**config.mk**
```make
export PLATFORM = sky130hd
export DESIGN_NAME = spi_adc_responder
export DESIGN_NICKNAME = d
export VERILOG_FILES = /design/src/rtl/spi_adc_responder.sv
export SDC_FILE = /design/constraint.sdc
export NUM_CORES = 1
export LEC_CHECK = 0
export CAP_MARGIN = 0
export CORE_UTILIZATION = 40
export CTS_BUF_LIST = sky130_fd_sc_hd__clkbuf_8
export CTS_CLUSTER_DIAMETER = 200
export CTS_CLUSTER_SIZE = 40
export DETAILED_ROUTE_END_ITERATION = 10
export RECOVER_POWER = 50
export SYNTH_ARGS = -nofsm -noshare
export SYNTH_HDL_FRONTEND = slang
export SYNTH_SLANG_ARGS = --single-unit
```
**constraint.sdc**
```tcl
create_clock -name system_clock -period 2.4 [get_ports system_clock]
set_input_delay 0.48 -clock system_clock [delete_from_list [all_inputs] [get_ports system_clock]]
set_output_delay 0.48 -clock system_clock [all_outputs]
set_load 0.005 [all_outputs]
```
**src/rtl/spi_adc_responder.sv**
```systemverilog
`timescale 1ns/1ps
// spi_adc_responder: 32-bit SPI mode-1 responder with holding register; define SPI_ADC_RESPONDER_CMD_ECHO_EN to echo the last command's upper half on underrun
module spi_adc_responder #(
    parameter int FRAME_BITS = 32
) (
    input  logic        system_clock,
    input  logic        reset,
    input  logic        SPI_SCLK,
    input  logic        SPI_CS,
    input  logic        SPI_MOSI,
    output logic        SPI_MISO,
    input  logic [31:0] tx_data,
    input  logic        tx_valid,
    output logic        tx_ready,
    output logic [31:0] rx_data,
    output logic        rx_valid,
    output logic        frame_error,
    output logic        tx_underrun,
    output logic [5:0]  bit_count_output
);
    localparam logic [1:0] IDLE   = 2'd0;
    localparam logic [1:0] ACTIVE = 2'd1;
    localparam logic [1:0] FINISH = 2'd2;
    localparam logic [1:0] ABORT  = 2'd3;
    localparam logic [5:0] FRAME_LEN = 6'(FRAME_BITS);
    logic [2:0]  sclk_q;
    logic [2:0]  cs_q;
    logic [1:0]  mosi_q;
    logic [1:0]  state;
    logic        hold_full;
    logic [31:0] hold_data;
    logic [31:0] tx_shift;
    logic [31:0] rx_shift;
    logic [31:0] default_word;
    logic        accept;
    logic        sclk_rise;
    logic        sclk_fall;
    logic        cs_fall;
    logic        cs_rise;
    assign sclk_rise = sclk_q[1] & ~sclk_q[2];
    assign sclk_fall = ~sclk_q[1] & sclk_q[2];
    assign cs_fall   = ~cs_q[1] & cs_q[2];
    assign cs_rise   = cs_q[1] & ~cs_q[2];
    assign tx_ready  = ~hold_full;
    assign accept    = tx_valid & ~hold_full;
`ifdef SPI_ADC_RESPONDER_CMD_ECHO_EN
    assign default_word = {rx_data[31:16], 16'h0000};
`else
    assign default_word = 32'h0000_0000;
`endif
    // Synchronizers keep sampling through reset so the post-reset state sees the true CS level
    always_ff @(posedge system_clock) begin
        sclk_q <= {sclk_q[1:0], SPI_SCLK};
        cs_q   <= {cs_q[1:0], SPI_CS};
        mosi_q <= {mosi_q[0], SPI_MOSI};
    end
    // Frame FSM, holding register, shift registers and status strobes
    always_ff @(posedge system_clock) begin
        if (reset) begin
            state            <= cs_q[1] ? IDLE : ABORT;
            hold_full        <= 1'b0;
            hold_data        <= '0;
            tx_shift         <= '0;
            rx_shift         <= '0;
            rx_data          <= '0;
            rx_valid         <= 1'b0;
            frame_error      <= 1'b0;
            tx_underrun      <= 1'b0;
            bit_count_output <= '0;
            SPI_MISO         <= 1'b0;
        end else begin
            rx_valid    <= 1'b0;
            frame_error <= 1'b0;
            tx_underrun <= 1'b0;
            if (accept) begin
                hold_full <= 1'b1;
                hold_data <= tx_data;
            end
            case (state)
                IDLE: begin
                    SPI_MISO <= 1'b0;
                    if (cs_fall) begin
                        state            <= ACTIVE;
                        bit_count_output <= '0;
                        rx_shift         <= '0;
                        hold_full        <= 1'b0;
                        tx_shift         <= accept ? tx_data : hold_full ? hold_data : default_word;
                        tx_underrun      <= ~accept & ~hold_full;
                    end
                end
                ACTIVE: begin
                    if (cs_rise) begin
                        state    <= FINISH;
                        SPI_MISO <= 1'b0;
                    end else begin
                        if (sclk_rise) begin
                            SPI_MISO <= tx_shift[31];
                            tx_shift <= {tx_shift[30:0], 1'b0};
                        end
                        if (sclk_fall) begin
                            if (bit_count_output < FRAME_LEN)
                                rx_shift <= {rx_shift[30:0], mosi_q[1]};
                            bit_count_output <= (bit_count_output == 6'd63) ? bit_count_output : bit_count_output + 6'd1;
                        end
                    end
                end
                FINISH: begin
                    SPI_MISO <= 1'b0;
                    state    <= IDLE;
                    if (bit_count_output == FRAME_LEN) begin
                        rx_data  <= rx_shift;
                        rx_valid <= 1'b1;
                    end else begin
                        frame_error <= 1'b1;
                    end
                end
                default: begin
                    SPI_MISO <= 1'b0;
                    if (cs_q[1])
                        state <= IDLE;
                end
            endcase
        end
    end
endmodule

```
Yosys cells after proc, flatten, opt, wreduce, memory -nomap -nowiden

Index checks and enable logic that the tools add are counted.

Bits in registers: 149
Input bits: 38
Output and inout bits: 43
Word-level logic and storage cells: 82

Add/sub/neg operators: 1
Order comparisons: 1
Eq/ne operators: 12
Muxes and demuxes: 27
Bitwise gates (word level): 16
Reduce and logical (&&, ||, !) cells: 11

Operators with widths:

| operator            | number |
|---|---|
| $mux 32             | 9 |
| $pmux 32 s2         | 2 |
| $mux 6              | 4 |
| $eq 6x6->1 const B  | 2 |
| $ne 2x2->1 const B  | 6 |
| $pmux 6 s2          | 1 |
| $mux 2              | 5 |
| $not 1->1           | 10 |
| $reduce_and 5->1    | 2 |
| $add 6x1->6 const B | 1 |
| $and 1x1->1         | 6 |
| $lt 6x6->1 const B  | 1 |
| $ne 3x3->1 const B  | 2 |
| $pmux 2 s3          | 1 |
| $reduce_or 3->1     | 2 |
| $mux 1              | 5 |
| $reduce_bool 5->1   | 1 |
| $reduce_and 4->1    | 1 |
| $reduce_and 3->1    | 1 |
| $eq 2x1->1 const B  | 1 |
| $eq 2x2->1 const B  | 1 |
| $logic_not 2->1     | 1 |
| $reduce_and 2->1    | 1 |
| $reduce_bool 2->1   | 1 |
| $reduce_or 2->1     | 1 |

Depth between registers and ports, before layout

Depth in word-level cells: 5
Mapped depth: 9
Mapped depth without buffers: 7

Worst setup path after synthesis

No wires, ideal clock.

Path kind: register -> register
Start point: register state[0]
End point: register tx_shift[19]
Library setup time: 0.128 ns
Arrival time: 1.734 ns
Required time: 2.272 ns
Slack: 0.538 ns
Stages on the path, launching flop included: 9
Buffers on the path: 1
Clock period less this slack: 1.862 ns
Cell sequence: edfxtp_1 inv_1 ha_1 inv_2 or3_4 o22ai_4 buf_6 mux2i_1 nor2_1

Word-level cells in the longest chain between the ends: 3
Elaborated cells between the ends (all ways): 8
Those cells by class: 4 x eq/ne; 1 x mux; 3 x reduce/logical

RTL lines:

| what                                                                    | RTL line | source |
|---|---|---|
| from (decl)                                                             | 29       | `logic [1:0] state;` |
| from (signal assigned)                                                  | 60       | `state <= cs_q[1] ? IDLE : ABORT;` |
| $eq 2x1->1 / $logic_not 2->1 (equally long branches)                    | 79       | `case (state)` |
| $ne 2x2->1 (no source line) / $reduce_bool 2->1 (equally long branches) | --       |  |
| $reduce_and 4->1 (no source line)                                       | --       |  |
| to (signal assigned)                                                    | 87       | `tx_shift <= accept ? tx_data : hold_full ? hold_data : default_word;` |
| to (signal assigned)                                                    | 98       | `tx_shift <= {tx_shift[30:0], 1'b0};` |
| to (decl)                                                               | 32       | `logic [31:0] tx_shift;` |

Parallel ways exist; a longest one is shown, timed or not.
A chain may end at the register's enable or synchronous reset.

Worst setup path in the final report

Start point: register state[1]
End point: register tx_shift[3]

The elaborated chain is that of the path after synthesis.

==> metrics <==
leakage power 2.64 nW; DRC Markers 0; worst rel slew slack 50.7%; vias in the first global route 4,749; post-route ant nets 0; beginning of the critical path state[1]$_DFFE_PP_; Reg clk slew, reported paths 70 ps; die width 124 um; Post-synth EDFFs 2; area growth from synthesis to layout 23.0%; FF+latch count, synth 149; first-pass GRT wire length 22.3 mm; total core area 14,500 um2; RSZ-0062 raised after global routing no; Worst-Margin Slew 740 ps; number of max-cap violations 0; Pre-antenna DRT Iters 5; Post-Route WL 13.6 mm; YS warnings 0; DRT iter0 DRCs 301; initial core utilization 41.0%; Main synth FF type dfxtp_1; ys async rst share 0%; DIE AREA 15,400 um2; final design utilization 50.4%; share of layout cells above drive strength 1 6.84%; Fin Setup TNS 0 ps; cell area after placement 6910 um2; FF-to-FF Start state[1]$_DFFE_PP_; Slew Limit Fails 0; fillers 1,421; PortBufs 80; Req. time, crit path 2700 ps; mapped cell area 5960 um2; gr usage total 18.6%; Final Cell Area 7320 um2; largest net degree at the start of global routing 64; total number of vias 5,063; min-delay worst type flop to flop; CTS H-tree depth 4; Final Setup Violations 0; post-synthesis net count 773; placer's final routability congestion estimate 0.756; crit-path max FO 23; synthesized instance count 730; Worst VDD drop 0.521 mV; FMAX 461 MHz; Chip Height 124 um; Clock Tree Buf Depth 2; Storage cell area 3000 um2; final net count 834; initial antenna violation count 0; crit end category flop; skew final 5.49 ps; Tot Pwr 5.68 mW; WP data arrival 2470 ps; HP Start cs_q[0]$_DFF_P_; CTS root buf clkbuf_8; CTS tree built; Startpoint Class flop; Inserted Clock Buffers 17; outcome completed; Ant. Diodes 0; CTS Sinks 149; Rows 44; Final Hold Fails 0; Crit Path Class flop to flop; post-DR wirelength/cell 13.8 um; Tmin final 2170 ps; Skew-Pair Late Insertion Delay 430 ps; final worst path period share 90.3%; PwrDens 776 nW/um2; Synth Area per Inst 8.16 um2; Ports 81; hpwl dp 8.69 mm; Seq/Total Area, Yosys 50.4%; multi-input combinational cell area 2650 um2; Unique masters post-synth 37; total grt overflow 0; DR vias/cell 5.12
## metrics by stage
step | instances | setup slack (ps) | hold WS (ps)
final | 988 | 233 | 330
after global placement | 955 | 293 | 312
after detailed placement | 955 | 190 | 315
after CTS | 987 | 171 | 335
after floorplan | 730 | 538 | 310
after global routing | 988 | 52.5 | 348
## cell type report
type                    instances  share of cell area [%]
well taps                     184                    3.14
clock inverters                14                    2.63
flip-flops and latches        149                    41.0
repair buffers                100                    13.1
inverters                      11                   0.564
clock buffers                  18                    3.38
multi-input cells             512                    36.2
## path summary, 6_finish.rpt
check | endpoint | slack (ps) | cells past startpoint
setup reg to reg | tx_shift[3]$_SDFFE_PP0P_ | 230 | 8
hold / removal | cs_q[1]$_DFF_P_ | 330 | 0
setup / recovery | tx_shift[3]$_SDFFE_PP0P_ | 230 | 8
hold reg to reg | cs_q[1]$_DFF_P_ | 330 | 0
## per-layer routing
layer | GRT usage, % | share of wire, % | vias up
met5 | 0 | 0 | -
met4 | 5.21 | 0.52 | 0
met3 | 6.09 | 5.2 | 6
met2 | 30.8 | 49 | 102
met1 | 23.0 | 45 | 2381
li1 | - | - | 2574
## synth_stat cells, types with 3 or more instances
library cell  number  area share (%)
a21oi_1          104             8.7
nor4_1             3            0.32
buf_2             19             1.6
mux2i_1           34             5.7
nand2_1          197              12
a22oi_1           31             3.9
ha_1               5             1.1
nor2_1            41             2.6
o21ai_1            7            0.59
nand2b_1           4            0.42
clkbuf_1          30             1.9
o21ai_0           30             2.5
dfxtp_1          147              49
buf_1              6            0.38
inv_2              3            0.19
inv_1              8            0.50
and3_1             3            0.32
buf_6              3            0.57
nand3_1           34             2.9
## critical path, cell delays in order, from the launching register on
cell      delay [ps]
edfxtp_1         390
inv_1             90
ha_1             410
inv_2            170
or2_1            300
o22ai_4          160
buf_12           230
mux2i_1          220
nor2_1            60
## logic make-up after synthesis
group           count (synthesis)  synth area share, %
mux                            35                 5.90
flops                         149                 50.4
compound gates                177                 17.0
buf+inv                        69                 5.12
simple gates                  294                 20.3
fa+ha+maj                       6                 1.22
## where the power goes
part           total [mW]  leakage, nW  internal, mW  switching, mW
Sequential           2.60         1.21          2.56         0.0434
Clock                2.13        0.237          1.24          0.889
Combinational       0.948         1.19         0.310          0.638
Total                5.68         2.64          4.11           1.57
## flip-flops by register name, indices dropped and copies added (netlist names)
signal / flops
SPI_MISO: 1
bit_count_output: 6
cs_q: 3
frame_error: 1
hold_data: 32
hold_full: 1
mosi_q: 2
rx_data: 32
rx_shift: 32
rx_valid: 1
sclk_q: 3
state: 2
tx_shift: 32
tx_underrun: 1
## layout by cell type, fill, tap and decap left out, types with 18 or more instances in the layout
master | netlist | final
dlygate4sd3_1 | 0 | 39
o21ai_0 | 30 | 30
a21oi_1 | 104 | 104
clkdlybuf4s50_1 | 0 | 40
nand3_1 | 34 | 34
nor2_1 | 41 | 41
a22oi_1 | 31 | 31
nand2_1 | 197 | 197
clkbuf_8 | 0 | 18
dfxtp_1 | 147 | 147
mux2i_1 | 34 | 34
## what timing repair did
action | 4_1_cts | 5_1_grt
endpoints found under the setup margin | 0 | 1
hold endpoints to repair | 0 | 0
setup buffers | 0 | 1
gates resized for setup | 0 | 0
hold buffers | 0 | 0
Power figures use the tool's default switching activity.
